[config.mk]
export PLATFORM = sky130hd
export DESIGN_NAME = ram_port_arbiter
export DESIGN_NICKNAME = d
export VERILOG_FILES = /design/src/rtl/ram_port_arbiter.sv
export SDC_FILE = /design/constraint.sdc
export NUM_CORES = 1
export LEC_CHECK = 0
export BUFFER_PORTS_ARGS = -buffer_cell sky130_fd_sc_hd__buf_2
export CAP_MARGIN = 20
export CELL_PAD_IN_SITES_DETAIL_PLACEMENT = 1
export CELL_PAD_IN_SITES_GLOBAL_PLACEMENT = 2
export CORE_ASPECT_RATIO = 1.2
export CORE_UTILIZATION = 20
export CTS_CLUSTER_SIZE = 12
export DETAILED_ROUTE_END_ITERATION = 7
export GPL_ROUTABILITY_DRIVEN = 1
export PLACE_DENSITY = 0.85
export SETUP_SLACK_MARGIN = 0.15
export SYNTH_ARGS = -nofsm -noshare
export SYNTH_HDL_FRONTEND = slang
export SYNTH_SLANG_ARGS = --single-unit
[constraint.sdc]
create_clock -name clk -period 1.3 [get_ports clk]
set_input_delay 0.13 -clock clk [delete_from_list [all_inputs] [get_ports clk]]
set_output_delay 0.13 -clock clk [all_outputs]
set_load 0.005 [all_outputs]
[src/rtl/ram_port_arbiter.sv]
`default_nettype none
// ============================================================================
// Module      : ram_port_arbiter
// Description : Shares one byte-lane data RAM port between instruction fetch
//               and load/store, with alignment checks and anti-starvation.
// Revision    : 1.0 - initial release
// ============================================================================
module ram_port_arbiter #(
  parameter int ADDR_WIDTH   = 10,
  parameter int STARVE_LIMIT = 4
) (
  input  logic                  clk,
  input  logic                  rst,
  input  logic                  i_req,
  input  logic [ADDR_WIDTH-1:0] i_addr,
  output logic                  i_ready,
  output logic                  i_rvalid,
  output logic [31:0]           i_rdata,
  output logic                  i_err,
  input  logic                  d_req,
  input  logic                  d_we,
  input  logic [1:0]            d_size,
  input  logic                  d_signed,
  input  logic [ADDR_WIDTH-1:0] d_addr,
  input  logic [31:0]           d_wdata,
  output logic                  d_ready,
  output logic                  d_rvalid,
  output logic [31:0]           d_rdata,
  output logic                  d_err,
  output logic [1:0]            ram_size,
  output logic                  ram_we,
  output logic [ADDR_WIDTH-1:0] ram_addr,
  output logic [31:0]           ram_wdata,
  input  logic [31:0]           ram_rdata
);

  localparam logic [3:0] c_starve_limit = 4'(STARVE_LIMIT);
  localparam logic [3:0] c_cnt_max      = 4'hF;

  typedef enum logic [0:0] {
    PRI_D = 1'b0,
    PRI_I = 1'b1
  } state_t;

  state_t      r_state, w_state_nxt;
  logic [3:0]  r_starve_cnt, w_starve_nxt, w_starve_inc;
  logic        w_grant_i, w_grant_d;
  logic        w_i_err, w_d_err;
  logic [31:0] w_lane_data, w_load_data;

  logic        r_i_rvalid, r_i_err, r_d_rvalid, r_d_err;
  logic [31:0] r_i_rdata, r_d_rdata;

  assign w_i_err = |i_addr[1:0];
  assign w_d_err = (d_size == 2'b11) ||
                   ((d_size == 2'b01) && d_addr[0]) ||
                   ((d_size == 2'b10) && (|d_addr[1:0]));

  // No grants at all while reset is asserted.
  assign w_grant_i = rst && i_req && (!d_req || (r_state == PRI_I));
  assign w_grant_d = rst && d_req && !w_grant_i;
  assign i_ready   = w_grant_i;
  assign d_ready   = w_grant_d;

  assign w_starve_inc = (r_starve_cnt == c_cnt_max) ? r_starve_cnt : r_starve_cnt + 4'd1;

  always_comb begin
    w_state_nxt  = r_state;
    w_starve_nxt = r_starve_cnt;
    if (w_grant_i) begin
      w_state_nxt  = PRI_D;
      w_starve_nxt = 4'd0;
    end else if (rst && i_req) begin
      w_starve_nxt = w_starve_inc;
      if ((r_state == PRI_D) && (w_starve_inc >= c_starve_limit))
        w_state_nxt = PRI_I;
    end
  end

  always_comb begin
    case (d_size)
      2'b00:   w_lane_data = {4{d_wdata[7:0]}};
      2'b01:   w_lane_data = {2{d_wdata[15:0]}};
      default: w_lane_data = d_wdata;
    endcase
  end

  always_comb begin
    case (d_size)
      2'b00:   w_load_data = {{24{d_signed & ram_rdata[7]}}, ram_rdata[7:0]};
      2'b01:   w_load_data = {{16{d_signed & ram_rdata[15]}}, ram_rdata[15:0]};
      default: w_load_data = ram_rdata;
    endcase
  end

  always_comb begin
    ram_size  = 2'b10;
    ram_we    = 1'b0;
    ram_addr  = '0;
    ram_wdata = '0;
    if (w_grant_i) begin
      ram_addr = i_addr;
    end else if (w_grant_d) begin
      ram_size  = d_size;
      ram_we    = d_we && !w_d_err;
      ram_addr  = d_addr;
      ram_wdata = w_lane_data;
    end
  end

  always_ff @(posedge clk) begin
    if (!rst) begin
      r_state      <= PRI_D;
      r_starve_cnt <= 4'd0;
      r_i_rvalid   <= 1'b0;
      r_i_err      <= 1'b0;
      r_i_rdata    <= '0;
      r_d_rvalid   <= 1'b0;
      r_d_err      <= 1'b0;
      r_d_rdata    <= '0;
    end else begin
      r_state      <= w_state_nxt;
      r_starve_cnt <= w_starve_nxt;
      r_i_rvalid   <= w_grant_i;
      r_i_err      <= w_grant_i && w_i_err;
      r_i_rdata    <= (w_grant_i && !w_i_err) ? ram_rdata : 32'd0;
      r_d_rvalid   <= w_grant_d;
      r_d_err      <= w_grant_d && w_d_err;
      r_d_rdata    <= (w_grant_d && !d_we && !w_d_err) ? w_load_data : 32'd0;
    end
  end

  // A response due during a reset cycle is dropped rather than presented.
  assign i_rvalid = rst && r_i_rvalid;
  assign i_err    = rst && r_i_err;
  assign i_rdata  = rst ? r_i_rdata : 32'd0;
  assign d_rvalid = rst && r_d_rvalid;
  assign d_err    = rst && r_d_err;
  assign d_rdata  = rst ? r_d_rdata : 32'd0;

endmodule
`default_nettype wire

Word-level counts from Yosys, hierarchy flattened
Cells that the tools add are included.
- register bits: 73
- bits of input ports: 92
- output and inout port bits: 115
- logic and storage cells: 63
- $add $sub $neg: 1
- magnitude comparators: 1
- equal/unequal tests: 4
- multiplexer cells: 13
- bitwise operators: 4
- reduce and logical (&&, ||, !) cells: 32
- operators with widths (operator ; count):
    $mux W32 ; 4
    $pmux W32 S2 ; 2
    $mux W10 ; 2
    $logic_and A1 B1 Y1 ; 17
    $reduce_and A2 Y1 ; 3
    $reduce_or A2 Y1 ; 3
    $logic_not A1 Y1 ; 5
    $add A4 B1 Y4 const B ; 1
    $eq A2 B2 Y1 const B ; 2
    $eq A4 B4 Y1 const B ; 1
    $ge A4 B3 Y1 const B ; 1
    $mux W2 ; 2
    $mux W4 ; 1
    $logic_or A1 B1 Y1 ; 3
    $and A1 B1 Y1 ; 2
    $eq A2 B1 Y1 const B ; 1
    $logic_not A2 Y1 ; 1
    $mux W1 ; 2
    $not A1 Y1 ; 2

Depth between registers and ports, before layout
- depth in word-level cells: 8
- gate-level depth with buffers: 7
- depth with buffers taken out: 5

Worst setup path after synthesis
No wires, ideal clock.
- kind: reg2reg
- start: register r_state
- end: register r_i_rdata[0]
- data arrival time: 1.247 ns
- data required time: 1.241 ns
- path slack: -0.006 ns
- stages on the path, launching flop included: 6
- period minus slack after synthesis: 1.306 ns
- cell sequence: dfxtp_1 > nand2b_1 > and3_1 > nor3b_2 > clkbuf_1 > and2_1
- word-level cells in the longest chain between the ends: 4
- RTL lines (item ; RTL line ; RTL):
    from (decl) ; 45 ; state_t r_state, w_state_nxt;
    from (signal assigned) ; 122 ; r_state <= w_state_nxt;
    $logic_or A1 B1 Y1 ; 60 ; assign w_grant_i = rst && i_req && (!d_req || (r_state == PRI_I));
    $logic_and A1 B1 Y1 ; 60 ;
    $logic_and A1 B1 Y1 ; 126 ; r_i_rdata <= (w_grant_i && !w_i_err) ? ram_rdata : 32'd0;
    $reduce_and A2 Y1 (no line) ; -- ;
    to (signal assigned) ; 126 ;
    to (decl) ; 52 ; logic [31:0] r_i_rdata, r_d_rdata;
Every way passes these cells.
A chain may end at the register's enable or synchronous reset.

Final worst setup path
- start: register r_state
- end: register r_d_rdata[13]
- word-level cells in the longest chain between the ends: 7
- RTL lines (item ; RTL line ; RTL):
    $logic_or A1 B1 Y1 ; 60 ;
    $logic_and A1 B1 Y1 ; 60 ;
    $logic_not A1 Y1 ; 61 ; assign w_grant_d = rst && d_req && !w_grant_i;
    $logic_and A1 B1 Y1 ; 61 ;
    $logic_and A1 B1 Y1 (2 in a row) ; 129 ; r_d_rdata <= (w_grant_d && !d_we && !w_d_err) ? w_load_data : 32'd0;
    $reduce_and A2 Y1 (no line) ; -- ;
    to (signal assigned) ; 129 ;
    to (decl) ; 52 ;
Every way passes these cells.

==> metrics.txt <==
CTS tree done; result of the run finished, violations left; Crit Path Class flop to flop; crit path launch type flop; routed wire length 13.5 mm; Area growth syn-to-layout 67.9%; final count of negative-setup-slack endpoints 103; total count of max-transition violations in the final report 0; most common cell in the netlist sky130_fd_sc_hd__and2_1; clock transition at the registers of the reported paths 0.06 ns; die boundary width between 100 and 150 um; number of violations of the max-capacitance limit 0; cell taking the most area after synthesis sky130_fd_sc_hd__dfxtp_1; number of vias in the routed layout between 3000 and 4000; clock insertion delay at the later pin of the skew report 0.33 ns; synthesized area divided by synthesized cell count roughly 8.4 sq um; cell area reported after detailed placement between 4000 and 5000 sq um; Port-buffer cells between 200 and 250; Hold-fix buffers, CTS 0; number of global-route vias before repair around 3900; shortest period the worst path allows roughly 1.6 ns; async set-or-reset flop fraction in the synthesized netlist 0%; summed negative setup slack over all endpoints -20.11 ns; Post-Syn Instances 396; number of endpoints with negative hold slack in the final report 0; top post-synthesis cells by count sky130_fd_sc_hd__and2_1 (117), sky130_fd_sc_hd__dfxtp_1 (73), sky130_fd_sc_hd__nand2_1 (45), sky130_fd_sc_hd__a21oi_1 (34), sky130_fd_sc_hd__nor2_1 (26); cells taking the most area after synthesis sky130_fd_sc_hd__dfxtp_1 (44%), sky130_fd_sc_hd__and2_1 (22%), sky130_fd_sc_hd__a21oi_1 (5.1%); Mapped Area 3340 sq um; DR pass1 iterations 5; depth of the worst register-to-register path 6; CTS sink count 73; number of buffers created by CTS 9; violated checks setup timing; crit path capture type flop; data required time at the worst endpoint approximately 1.6 ns; Max clock buf depth 2; relative max-transition margin 70.5%; Final Cycle Share 124%; global-route wire length before repair 20.6 mm; setup repair after global routing missed its margin yes; drt initial violations 110; deepest level of the CTS H-tree 3; number of distinct library cells after synthesis 34; power per unit of standard cell area 1050 nW/um^2; initial cell density of the core 20.5%; worst ir drop on vdd roughly 0.52 mV; post-synth net total 489; Worst Max-Slew Pin Slew 0.441 ns; remaining design rule violation count 0; kind of path behind the tightest hold check input port to flop; post-route worst setup slack -0.316 ns; layout cell share with drive strength beyond 1 51.3%; main flop type after synthesis sky130_fd_sc_hd__dfxtp_1; number of enable-type register cells in the synthesized netlist 0; remaining antenna violation count after routing 0; Cell Count, Final, Fillers Out around 850; DP Wirelength 9.82 mm; maximum net fanout on the critical path 6; worst hold stages 2; pre-CTS WS -0.556 ns; global-route congestion overflow total 0; routability-driven placement congestion ratio 0.790; global-route total usage across every layer 15.8%; routed length per placed instance 15.9 um; final clock skew 0.00759 ns; worst-case hold slack 0.0162 ns; Floorplan Core Area 16300 sq um; height of the chip 144 um; CTS Root Cell sky130_fd_sc_hd__clkbuf_16; Rows 51; arrival time reported for the critical path endpoint 1.88 ns; pin count of the biggest net entering global routing 62; Avg Vias per Cell 4.28; yosys warns 0; sequential-to-total area share from yosys stat 43.7%; placed instance count 819; Yosys top cell area share roughly 44%; flip-flop and latch count after synthesis 73; antenna violations before repair 1; Layout Nets between 700 and 800; number of placed I/O pins 207; Peak Freq 619 MHz; post-route cell area between 5000 and 6000 sq um; Die ar. 17200 sq um; LEAKAGE approximately 2.9 nW
-- where the power goes --
group / internal [W] / switching [W]
sequential: 0.00227 / 0.0000122
clock: 0.00179 / 0.000943
combinational: 0.000416 / 0.000436
total: 0.00447 / 0.00139
-- routing by layer --
| layer | part of all wire [%] | GRT usage (%) | up-vias |
|---|---|---|---|
| li1 | - | - | 1762 |
| met1 | 39 | 16.3 | 1704 |
| met2 | 52 | 29.9 | 159 |
| met3 | 6.7 | 4.05 | 24 |
| met4 | 2.5 | 6.91 | 0 |
| met5 | 0 | 0 | - |
-- flip-flops by register name (all words and copies together), names as in the netlist, named ones only --
signal / count
r_d_rdata: 32
r_i_rdata: 32
r_starve_cnt: 3
r_d_err: 1
r_d_rvalid: 1
r_i_err: 1
r_i_rvalid: 1
r_state: 1
-- layout by cell type, fill, tap and decap left out, types with 2 or more instances in the layout --
master	instances
sky130_fd_sc_hd__clkinvlp_4	2
sky130_fd_sc_hd__buf_12	7
sky130_fd_sc_hd__mux2i_1	16
sky130_fd_sc_hd__nor3_2	3
sky130_fd_sc_hd__nand2_1	45
sky130_fd_sc_hd__clkbuf_16	9
sky130_fd_sc_hd__and2_1	117
sky130_fd_sc_hd__buf_16	3
sky130_fd_sc_hd__nor3_4	2
sky130_fd_sc_hd__nor2_4	4
sky130_fd_sc_hd__nor2_2	8
sky130_fd_sc_hd__a21oi_1	19
sky130_fd_sc_hd__a21oi_2	25
sky130_fd_sc_hd__buf_4	30
sky130_fd_sc_hd__nand3_1	5
sky130_fd_sc_hd__buf_2	206
sky130_fd_sc_hd__inv_1	2
sky130_fd_sc_hd__nand2b_1	2
sky130_fd_sc_hd__nor2_1	15
sky130_fd_sc_hd__a22o_1	10
sky130_fd_sc_hd__and3_1	2
sky130_fd_sc_hd__nor3b_4	2
sky130_fd_sc_hd__dfxtp_1	70
sky130_fd_sc_hd__buf_6	9
sky130_fd_sc_hd__bufinv_16	2
sky130_fd_sc_hd__dfxtp_2	2
sky130_fd_sc_hd__clkbuf_8	2
sky130_fd_sc_hd__or2_2	2
-- worst max-delay path, stage by stage (launching register included) --
cell	delay [ns]
sky130_fd_sc_hd__dfxtp_2	0.33
sky130_fd_sc_hd__a21o_1	0.20
sky130_fd_sc_hd__buf_4	0.16
sky130_fd_sc_hd__or3_4	0.45
sky130_fd_sc_hd__buf_12	0.16
sky130_fd_sc_hd__buf_16	0.13
sky130_fd_sc_hd__a21oi_1	0.11
-- worst paths after layout --
| kind | startpoint | to | slack (ns) |
|---|---|---|---|
| worst max-delay path | r_state | r_d_rdata[13] | -0.32 |
| worst min-delay path | ram_rdata[13] | r_i_rdata[13] | 0.02 |
| worst max register to register | r_state | r_d_rdata[13] | -0.32 |
| worst min register to register | flop | flop | 0.51 |
-- final cells by class --
cell class              count  area [sq um]
fillers                  1970         10700
clock buffers              12           256
clock inverters             4          75.1
multi-input cells         291          1930
inverters                   3          16.3
flip-flops and latches     73          1470
repair buffers            256          1600
well taps                 212           265
diodes                      1          2.50
-- kinds of logic (layout without fill, tap and decap cells) --
| logic type | Yosys count | count (layout) | share of synthesized area, % |
|---|---|---|---|
| adder cells (fa/ha/maj) | 1 | 1 | 0.374 |
| AO/OA/AOI/OAI | 60 | 60 | 11.8 |
| XOR/XNOR | 1 | 1 | 0.262 |
| buffers and inverters | 33 | 275 | 4.42 |
| multiplexers | 17 | 17 | 5.13 |
| AND/OR/NAND/NOR | 211 | 212 | 34.3 |
| flip-flops | 73 | 73 | 43.7 |
| other | 0 | 1 | 0 |
-- per-stage QoR --
step	power, W	util (%)
global placement	0.00304	29.7
CTS	0.00592	33.9
finish	0.00586	34.5
floorplan	0.00264	-
global route	0.00613	34.5
detailed placement	0.00307	29.7
-- timing repair --
action	4_1_cts	5_1_grt
pin swaps	11	1
resized for setup	45	19
buffers inserted	9	2
endpoints found under the setup margin	116	177
cloned	5	0
Power figures use the tool's default switching activity.
